==> src/rtl/mem_fill_responder.sv <==
// mem_fill_responder: fixed-latency, critical-word-first block fill responder; define MEM_STALL_CNT_EN to enable stall_count
module mem_fill_responder #(
  parameter int          LATENCY     = 100,
  parameter int          BLOCK_WORDS = 4,
  parameter logic [20:0] DATA_TAG    = 21'h1BEEF
) (
  input  logic        clk,
  input  logic        rst,
  input  logic        req_valid,
  output logic        req_ready,
  input  logic [10:0] req_addr,
  output logic        resp_valid,
  input  logic        resp_ready,
  output logic [31:0] resp_data,
  output logic [10:0] resp_addr,
  output logic        resp_last,
  output logic [31:0] req_count,
  output logic [31:0] beat_count,
  output logic [31:0] stall_count
);
  typedef enum logic [1:0] {S_IDLE, S_WAIT, S_BURST} state_t;
  localparam int LW = LATENCY > 1 ? $clog2(LATENCY) : 1;
  localparam logic [10:0] MASK = 11'(BLOCK_WORDS - 1);
  localparam logic [4:0] LASTK = 5'(BLOCK_WORDS - 1);
  state_t state, state_d;
  logic [LW-1:0] lat, lat_d;
  logic [10:0] crit, crit_d, addr_d;
  logic [4:0] k, k_d;
  logic ready_d, valid_d, last_d, xfer;
  logic [31:0] data_d, req_count_d, beat_count_d;
  function automatic logic [10:0] beat_addr(input logic [10:0] c, input logic [4:0] i);
    return (c & ~MASK) | ((c + {6'd0, i}) & MASK);
  endfunction
  function automatic logic [31:0] sat(input logic [31:0] x);
    return &x ? x : x + 32'd1;
  endfunction
  assign xfer = resp_valid && resp_ready;
  always_comb begin
    state_d = state;
    lat_d = lat;
    crit_d = crit;
    k_d = k;
    ready_d = req_ready;
    valid_d = resp_valid;
    last_d = resp_last;
    addr_d = resp_addr;
    data_d = resp_data;
    req_count_d = req_count;
    beat_count_d = xfer ? sat(beat_count) : beat_count;
    case (state)
      S_IDLE: if (req_valid) begin
        crit_d = req_addr;
        lat_d = LW'(LATENCY - 1);
        ready_d = 1'b0;
        req_count_d = sat(req_count);
        state_d = S_WAIT;
      end
      S_WAIT: if (lat == '0) begin
        state_d = S_BURST;
        k_d = '0;
        valid_d = 1'b1;
        addr_d = beat_addr(crit, 5'd0);
        data_d = {DATA_TAG, addr_d};
        last_d = LASTK == 5'd0;
      end else lat_d = lat - LW'(1);
      S_BURST: if (xfer && resp_last) begin
        state_d = S_IDLE;
        valid_d = 1'b0;
        last_d = 1'b0;
        ready_d = 1'b1;
      end else if (xfer) begin
        k_d = k + 5'd1;
        addr_d = beat_addr(crit, k_d);
        data_d = {DATA_TAG, addr_d};
        last_d = k_d == LASTK;
      end
      default: state_d = S_IDLE;
    endcase
  end
  always_ff @(posedge clk) begin
    if (rst) begin
      state <= S_IDLE;
      lat <= '0;
      crit <= '0;
      k <= '0;
      req_ready <= 1'b1;
      resp_valid <= 1'b0;
      resp_last <= 1'b0;
      resp_addr <= '0;
      resp_data <= '0;
      req_count <= '0;
      beat_count <= '0;
    end else begin
      state <= state_d;
      lat <= lat_d;
      crit <= crit_d;
      k <= k_d;
      req_ready <= ready_d;
      resp_valid <= valid_d;
      resp_last <= last_d;
      resp_addr <= addr_d;
      resp_data <= data_d;
      req_count <= req_count_d;
      beat_count <= beat_count_d;
    end
  end
`ifdef MEM_STALL_CNT_EN
  always_ff @(posedge clk)
    stall_count <= rst ? '0 : (resp_valid && !resp_ready) ? sat(stall_count) : stall_count;
`else
  assign stall_count = 32'h0;
`endif
endmodule

==> config.mk <==
export PLATFORM = sky130hd
export DESIGN_NAME = mem_fill_responder
export DESIGN_NICKNAME = d
export VERILOG_FILES = /design/src/rtl/mem_fill_responder.sv
export SDC_FILE = /design/constraint.sdc
export NUM_CORES = 1
export LEC_CHECK = 0
export ABC_AREA = 0
export CORE_ASPECT_RATIO = 0.7
export CORE_MARGIN = 1
export CORE_UTILIZATION = 30
export DETAILED_ROUTE_END_ITERATION = 8
export PLACE_DENSITY_LB_ADDON = 0.3
export SLEW_MARGIN = 20
export SYNTH_ARGS = -nofsm -noshare
export SYNTH_HDL_FRONTEND = slang
export SYNTH_SLANG_ARGS = --single-unit
export TNS_END_PERCENT = 30
==> constraint.sdc <==
create_clock -name clk -period 6.3 [get_ports clk]
set_clock_uncertainty 0.15 [all_clocks]
set_input_delay 0.945 -clock clk [delete_from_list [all_inputs] [get_ports clk]]
set_output_delay 0.945 -clock clk [all_outputs]
set_load 0.03 [all_outputs]
# ---- After elaboration in Yosys (flattened, before gate mapping)
# Index checks and enable logic that the tools add are counted.
dict set report totals {
  reg_bits 135
  in_bits 15
  output_inout_bits 142
  wordCells 77
}
dict set report classes {
  addsub 5
  eq_ne 10
  mux 29
  bitwise_logic 4
  reduce_logical 18
}
# operator n
set ops {}
lappend ops {{two-way mux 32 bit} 3}
lappend ops {{adder 32 x 1 -> 32 bit, second input constant} 2}
lappend ops {{one-hot mux 32 bit (2 select lines)} 1}
lappend ops {{AND reduction 32 bit} 2}
lappend ops {{two-way mux 11 bit} 3}
lappend ops {{OR 11 x 2 -> 11 bit} 2}
lappend ops {{one-hot mux 11 bit (2 select lines)} 1}
lappend ops {{AND reduction 3 bit} 6}
lappend ops {{two-way mux 5 bit} 3}
lappend ops {{two-way mux 7 bit} 2}
lappend ops {{one-hot mux 7 bit (2 select lines)} 1}
lappend ops {{inequality test 2 bit, second input constant} 6}
lappend ops {{one-hot mux 5 bit (2 select lines)} 1}
lappend ops {{logical NOT 7 bit} 1}
lappend ops {{two-way mux 1 bit} 7}
lappend ops {{subtractor 7 x 1 -> 7 bit, second input constant} 1}
lappend ops {{two-way mux 2 bit} 3}
lappend ops {{one-hot mux 1 bit (2 select lines)} 3}
lappend ops {{one-hot mux 2 bit (3 select lines)} 1}
lappend ops {{nonzero test 2 bit} 3}
lappend ops {{adder 5 x 1 -> 5 bit, second input constant} 1}
lappend ops {{== test 5 x 2 -> 1 bit, second input constant} 1}
lappend ops {{AND reduction 2 bit} 2}
lappend ops {{AND reduction 4 bit} 1}
lappend ops {{other kinds (7)} 9}

# ---- Longest topological paths before layout
# Gate-level depths: netlist of the first run.
dict set report depth {
  ltp_word 6
  ltp_mapped 9
  mapped_depth_nobuf 7
}

# ---- Least setup slack after synthesis of the first run
# OpenSTA, ideal clock, no wires.
dict set report synth_timing {
  path_type {input to register}
  from {input port req_valid}
  to {register req_count[21]}
  setup_ns 0.070
  arrival_ns 2.413
  required_time_ns 6.080
  setup_slack_ns 3.666
  cell_stages 6
  n_path_buf 1
  cell_sequence {and2_1 > clkbuf_1 > nand4_1 > or3_1 > or4_1 > a21oi_1}
}
dict set report synth_between {
  elab_chain_len 1
}
# element line_no
set synth_lines {}
lappend synth_lines {{from (decl)} 9} ;# input logic req_valid,
lappend synth_lines {{AND reduction 3 bit (no line)} -}
lappend synth_lines {{to (signal assigned)} 103} ;# req_count <= req_count_d;
lappend synth_lines {{to (decl)} 17} ;# output logic [31:0] req_count,
# No other way between the ends.
# A chain may end at the register's enable or synchronous reset.

# ---- Worst setup path in the final report of the first run
# Ends and elaborated chain as after synthesis.

==> flow_summary.ini, run 1 <==
[run_status]
status = complete, no violations

[timing]
slew_headroom_pct = 43.9
fin_crit_ns = 3.27
hold_viol = 0
timing.final.ws_setup_ns = 3.03
worst_pin_slew_ns = 0.837
fmax_mhz = 306
maxSlewViolCount = 0
setup_viol = 0
rsz0062_at_grt = false
fin_crit_sh_pct = 51.8
tns_ns = 0

[cts]
cts_tree = yes
cts_buffer_depth = 2
clock_latency_ns = 0.36
clk_pin_slew_worst_paths_ns = 0.07
ctsHoldBuffers = 0
cts_resized = 0
cts_sinks = 104
cts_buffers = 9
cts_setup_buffers = 0
cts-htree-levels = 3
root_buffer = clkbuf_16

[worst_setup_path]
path_cells = clkdlybuf4s50_1 -> and2_1 -> nand4_1 -> or3_1 -> or4_1 -> a21oi_1
cp-end-kind = register
crit_arrival_ns = 3.40
critPathMaxFanout = 17
start_kind = primary input
worstPathRequired_ns = 6.43
max_stage_delay_ns = 0.65
reg2reg_to = beat_count[6]$_SDFFE_PP0P_
reg2regPathDepth = 6
critPathSlowestCell = and2_1
path_delay_family = simple AND/OR/NAND/NOR gates
r2r-start = beat_count[0]$_SDFFE_PP0P_
criticalPathCategory = primary input to register
reg2reg_slack_ns = 3.47
path_buf_inv = 1

[routing]
wirelength_mm = 13.4
drtPass1Iterations = 4
via_per_inst = 4.82
drt_iter0_drc = 354
drt-wirelength-per-cell_um = 13.8
antenna_left = 0
via_count = 4689
drc = 0

[synth]
synthesis.area_um2 = 5520
syn_inst = 655
async_flop_share_pct = 0
ys.flop_type = dfxtp_1
syn_area_per_cell_um2 = 8.43
synth-edff-count = 0
yosysWarningCount = 0
synthTopCellsByArea = dfxtp_1 (38%), buf_4 (8.6%), a21oi_1 (5.3%)
yosysTopAreaCellShare_pct = 37.7
ys_ff_latch = 104
seq_area_frac_synth_pct = 37.7
synth.distinct_cells = 48
synth.largest_area_cell = dfxtp_1

[cells_and_area]
fin_nets = 758
design_area_um2 = 6860
final_layout_size_suffix_gt1_share_pct = 5.16
areaGrowthSynthToFinish_pct = 24.2
n_antenna_cell = 0

[die]
row_count = 41
pin_count = 157
dieWidth_um = 164
core_region_area_um2 = 18000
start_util_pct = 30.7
dieArea_um2 = 19000
die_height_um = 116

[global_routing]
grt_max_degree = 69
grt_use_total_pct = 14.4
grt_pass1_wl_mm = 21.6
grt_pass1_vias = 4142
overflow = 0
antenna_found_initial = 0

[power]
p_per_area_nw_per_um2 = 290
ir_drop_uv = 170
total_power_mw = 1.99
power.static_leakage_nw = 2.35

[worst_hold_path]
holdCritStartpoint = crit[7]$_SDFFE_PP0P_
hold_class = register to register
min_path_cells = 2
worstHoldEndpoint = crit[7]$_SDFFE_PP0P_

[placement]
place_ws_ns = 2.64
placedInstanceArea_um2 = 6540
hpwl_mm = 9.41
globalplace.congestion = 0.760
port_buffers = 117

[run]
maxCapViolCount = 0
-- tightest hold or removal path, cell delays in order, from the launching register on --
cell and delay [ns]:
dfxtp_1 0.31, nand2_1 0.05, a21oi_1 0.05
-- layout by cell type (no fill, tap or decap), types with 3 or more instances in the layout --
| master | instances |
|---|---|
| a21oi_1 | 57 |
| o21ai_0 | 16 |
| nand2_1 | 45 |
| a21oi_2 | 3 |
| and3_1 | 6 |
| o21ai_1 | 8 |
| or3_1 | 24 |
| nand3_1 | 28 |
| and2_1 | 7 |
| nor2b_1 | 13 |
| nor4_1 | 5 |
| mux2i_1 | 18 |
| clkdlybuf4s50_1 | 116 |
| xor2_1 | 15 |
| ha_1 | 11 |
| conb_1 | 39 |
| a31o_2 | 3 |
| o31ai_1 | 14 |
| a211oi_1 | 8 |
| or4_1 | 16 |
| xnor2_1 | 8 |
| and4_1 | 15 |
| mux2_2 | 7 |
| nand2b_1 | 7 |
| o211ai_1 | 4 |
| dfxtp_1 | 104 |
| clkbuf_16 | 9 |
| a311oi_1 | 3 |
| inv_1 | 13 |
| nor2_1 | 61 |
| buf_4 | 4 |
| nand4_1 | 22 |
| nor3_1 | 5 |
-- worst max-delay path by stage --
| stage | start | end | slack (ns) | cells past startpoint |
|---|---|---|---|---|
| 2_1_floorplan | req_valid | req_count[21]$_SDFFE_PP0P_ | 3.67 | 6 |
| 3_3_place_gp | req_valid | req_count[21]$_SDFFE_PP0P_ | 2.67 | 6 |
| 3_5_place_dp | req_valid | req_count[21]$_SDFFE_PP0P_ | 2.64 | 6 |
| 4_1_cts | req_valid | req_count[21]$_SDFFE_PP0P_ | 3.01 | 6 |
| 5_1_grt | req_valid | req_count[21]$_SDFFE_PP0P_ | 2.84 | 6 |
| 6_report | req_valid | req_count[21]$_SDFFE_PP0P_ | 3.03 | 6 |
-- per-layer routing --
| layer | GRT usage (%) | vias to the layer above | part of all wire [%] |
|---|---|---|---|
| met5 | 0 | - | 0 |
| met4 | 2.96 | 0 | 0.78 |
| met3 | 4.87 | 10 | 6.3 |
| met2 | 20.4 | 107 | 41 |
| met1 | 20.9 | 2178 | 52 |
| li1 | - | 2394 | - |
-- state kept, by name, indices dropped and copies added, names as in the netlist --
| name | count |
|---|---|
| beat_count | 32 |
| req_count | 32 |
| crit | 11 |
| resp_addr | 10 |
| lat | 7 |
| k | 5 |
| resp_data | 2 |
| state | 2 |
| req_ready | 1 |
| resp_last | 1 |
| resp_valid | 1 |
-- cells by family after synthesis --
family	after synthesis	share of synthesized area (%)
AO/OA/AOI/OAI	126	14.1
XOR/XNOR	23	3.65
adder cells (fa/ha/maj)	11	2.49
buffers and inverters	105	12.0
flip-flops	104	37.7
multiplexers	25	4.69
other	1	0.0679
AND/OR/NAND/NOR	260	25.3
-- metrics by stage --
step	std cells	utilization, %	hold WS [ns]
after floorplan	693	-	0.286
after global placement	957	36.3	0.297
after detailed placement	957	36.3	0.299
after CTS	973	38.1	0.310
after global routing	973	38.1	0.337
final	973	38.1	0.306
-- cells in the mapped netlist (6+ instances only) --
library cell / n
nand2_1: 45
nor2_1: 61
inv_1: 13
and3_1: 6
a211oi_1: 8
o21ai_0: 16
buf_4: 63
ha_1: 11
nand2b_1: 7
or3_1: 24
nand4_1: 22
nand3_1: 28
clkbuf_1: 18
dfxtp_1: 104
xnor2_1: 8
o31ai_1: 14
and2_1: 7
nor2b_1: 13
and4_1: 15
o21ai_1: 8
or4_1: 16
mux2_2: 7
xor2_1: 15
a21oi_1: 58
mux2i_1: 18
-- where the power goes --
group	switching (mW)	internal (mW)	leakage, nW
logic	0.377	0.229	1.35
clock network	0.262	0.352	0.157
registers	0.0563	0.713	0.843
total	0.695	1.29	2.35
-- area by class of cell --
| class | instances | area (um^2) |
|---|---|---|
| Clock buffer | 10 | 229 |
| Clock inverter | 6 | 91.3 |
| Fill cell | 1848 | 11100 |
| Inverter | 13 | 48.8 |
| Multi-Input combinational cell | 484 | 2920 |
| Sequential cell | 104 | 2080 |
| Tap cell | 236 | 295 |
| Timing Repair Buffer | 120 | 1190 |
(Power assumes the default switching activity.)
==> run 2, diff against run 1 <==
==> constraint.sdc (replaced) <==
create_clock -name clk -period 2.7 [get_ports clk]
set_clock_uncertainty 0.15 [all_clocks]
set_input_delay 0.405 -clock clk [delete_from_list [all_inputs] [get_ports clk]]
set_output_delay 0.405 -clock clk [all_outputs]
set_load 0.03 [all_outputs]
==> run 2 against run 1 <==
Sequential share of layout area shrank 1.2 points. Worst setup slack worse by 2.7 ns. Worst hold slack lost 0.00054 ns. Highest routed layer unchanged. Power rose by 130%. Non-clock buffer count rose by 39. Clock-buffer cell count increased by 1. First-iteration DRC count is 29% lower. Combinational power rose to 2.5 times the previous value. Final area is 4.2% higher. Clock power increased by 110%. Sequential cell count did not move. Core utilization increased by 1.6 points.
==> flow_summary.ini, run 2 (synthesized netlist as in run 1, its figures left out) <==
[power]
ir_drop_uv = 426
p_per_area_nw_per_um2 = 649
power.static_leakage_nw = 2.54

[timing]
setup_viol = 0
fin_crit_sh_pct = 88.1
tns_ns = 0
fmax_mhz = 421
hold_viol = 0
worst_pin_slew_ns = 0.697
rsz0062_at_grt = false
slew_headroom_pct = 53.5
whs_ns = 0.306
fin_crit_ns = 2.38
maxSlewViolCount = 0

[placement]
globalplace.congestion = 0.823
port_buffers = 117
hpwl_mm = 9.94

[cells_and_area]
regArea_um2 = 2080
n_antenna_cell = 0
layout_commonest_cell = clkdlybuf4s50_1
final_cell_mix = clkdlybuf4s50_1 (116), dfxtp_1 (104), nor2_1 (61)
final_layout_size_suffix_gt1_share_pct = 9.79
top_regs = beat_count: 32 flops, req_count: 32 flops, crit: 11 flops
multi_input_area_um2 = 2920
final_util_pct = 39.7
fin_nets = 797
final.fill_count = 1823
areaGrowthSynthToFinish_pct = 29.4

[worst_setup_path]
path_buf_inv = 1
critPathSlowestCell = or4_1
critPathMaxFanout = 6
criticalPathCategory = register to register
start_kind = register
max_stage_delay_ns = 0.46
crit_arrival_ns = 2.51
cp-end-kind = register
path_delay_family = simple AND/OR/NAND/NOR gates
worstPathRequired_ns = 2.83
path_cells = ha_1 -> nand2_1 -> nor3_1 -> o211ai_1 -> buf_4 -> or4_1 -> a21oi_1

[global_routing]
grt_use_total_pct = 14.7
grt_max_degree = 68
grt_pass1_vias = 4210
grt_pass1_wl_mm = 22.0
overflow = 0
antenna_found_initial = 0

[die]
dieArea_um2 = 19000
dieWidth_um = 164
pin_count = 157
start_util_pct = 30.7
row_count = 41
die_height_um = 116
core_region_area_um2 = 18000

[cts]
cts_buffers = 9
root_buffer = clkbuf_16
ctsHoldBuffers = 0
clock_latency_ns = 0.35
cts_tree = yes
clk_pin_slew_worst_paths_ns = 0.07
cts_buffer_depth = 2
cts-htree-levels = 3
cts_resized = 0
cts_setup_buffers = 0
cts_sinks = 104

[run]
maxCapViolCount = 0

[routing]
antenna_left = 0
via_count = 4840
via_per_inst = 4.78
drt-wirelength-per-cell_um = 13.5
wirelength_mm = 13.6
drt_iter0_drc = 253
drtPass1Iterations = 4
drc = 0

[worst_hold_path]
hold_class = register to register

[run_status]
status = complete, no violations
## run 2: changes by cell type in the layout (fill, tap and decap cells not counted), sizes merged
cell | previous run | this run
clkbuf | 10 | 11
inv | 15 | 13
buf | 4 | 43
clkinv | 2 | 4
bufinv | 2 | 1
## run 2: final cells by class
type                    count  share of cell area (%)
clock buffers              11                    3.26
clock inverters             5                   0.805
inverters                  13                   0.683
multi-input cells         484                    40.9
flip-flops and latches    104                    29.1
well taps                 236                    4.13
repair buffers            159                    21.1
## run 2: per-layer routing
metal,part of all wire (%),global-route usage (%),up-vias
met5,0,0,-
met4,0.68,2.90,0
met3,5.2,4.58,6
met2,42,20.6,103
met1,52,21.7,2249
li1,-,-,2482
## run 2: final timing paths
| path | slack, ns | startpoint | to | cells past startpoint |
|---|---|---|---|---|
| setup reg to reg | 0.32 | req_count[0]$_SDFFE_PP0P_ | req_count[20]$_SDFFE_PP0P_ | 7 |
| hold reg to reg | 0.31 | crit[8]$_SDFFE_PP0P_ | crit[8]$_SDFFE_PP0P_ | 2 |
| hold / removal | 0.31 | crit[8]$_SDFFE_PP0P_ | crit[8]$_SDFFE_PP0P_ | 2 |
| setup / recovery | 0.32 | req_count[0]$_SDFFE_PP0P_ | req_count[20]$_SDFFE_PP0P_ | 7 |
## run 2: through the flow
stage	setup WS (ns)	total power, mW	instances	cell area, um^2
2_1_floorplan	0.164	2.98	693	5670
3_3_place_gp	0.211	3.36	996	6860
3_5_place_dp	0.183	3.37	996	6860
4_1_cts	0.345	4.70	1012	7150
5_1_grt	0.119	4.92	1012	7150
6_report	0.322	4.64	1012	7150
## run 2: worst min-delay path, stage by stage, from the launching register on
cell and delay, ns:
dfxtp_1 0.31, nand2_1 0.05, a21oi_1 0.05
## run 2: power by group
part,internal (mW),total (mW),switching (mW)
Sequential,1.66,1.78,0.119
Clock,0.721,1.31,0.591
Combinational,0.630,1.54,0.912
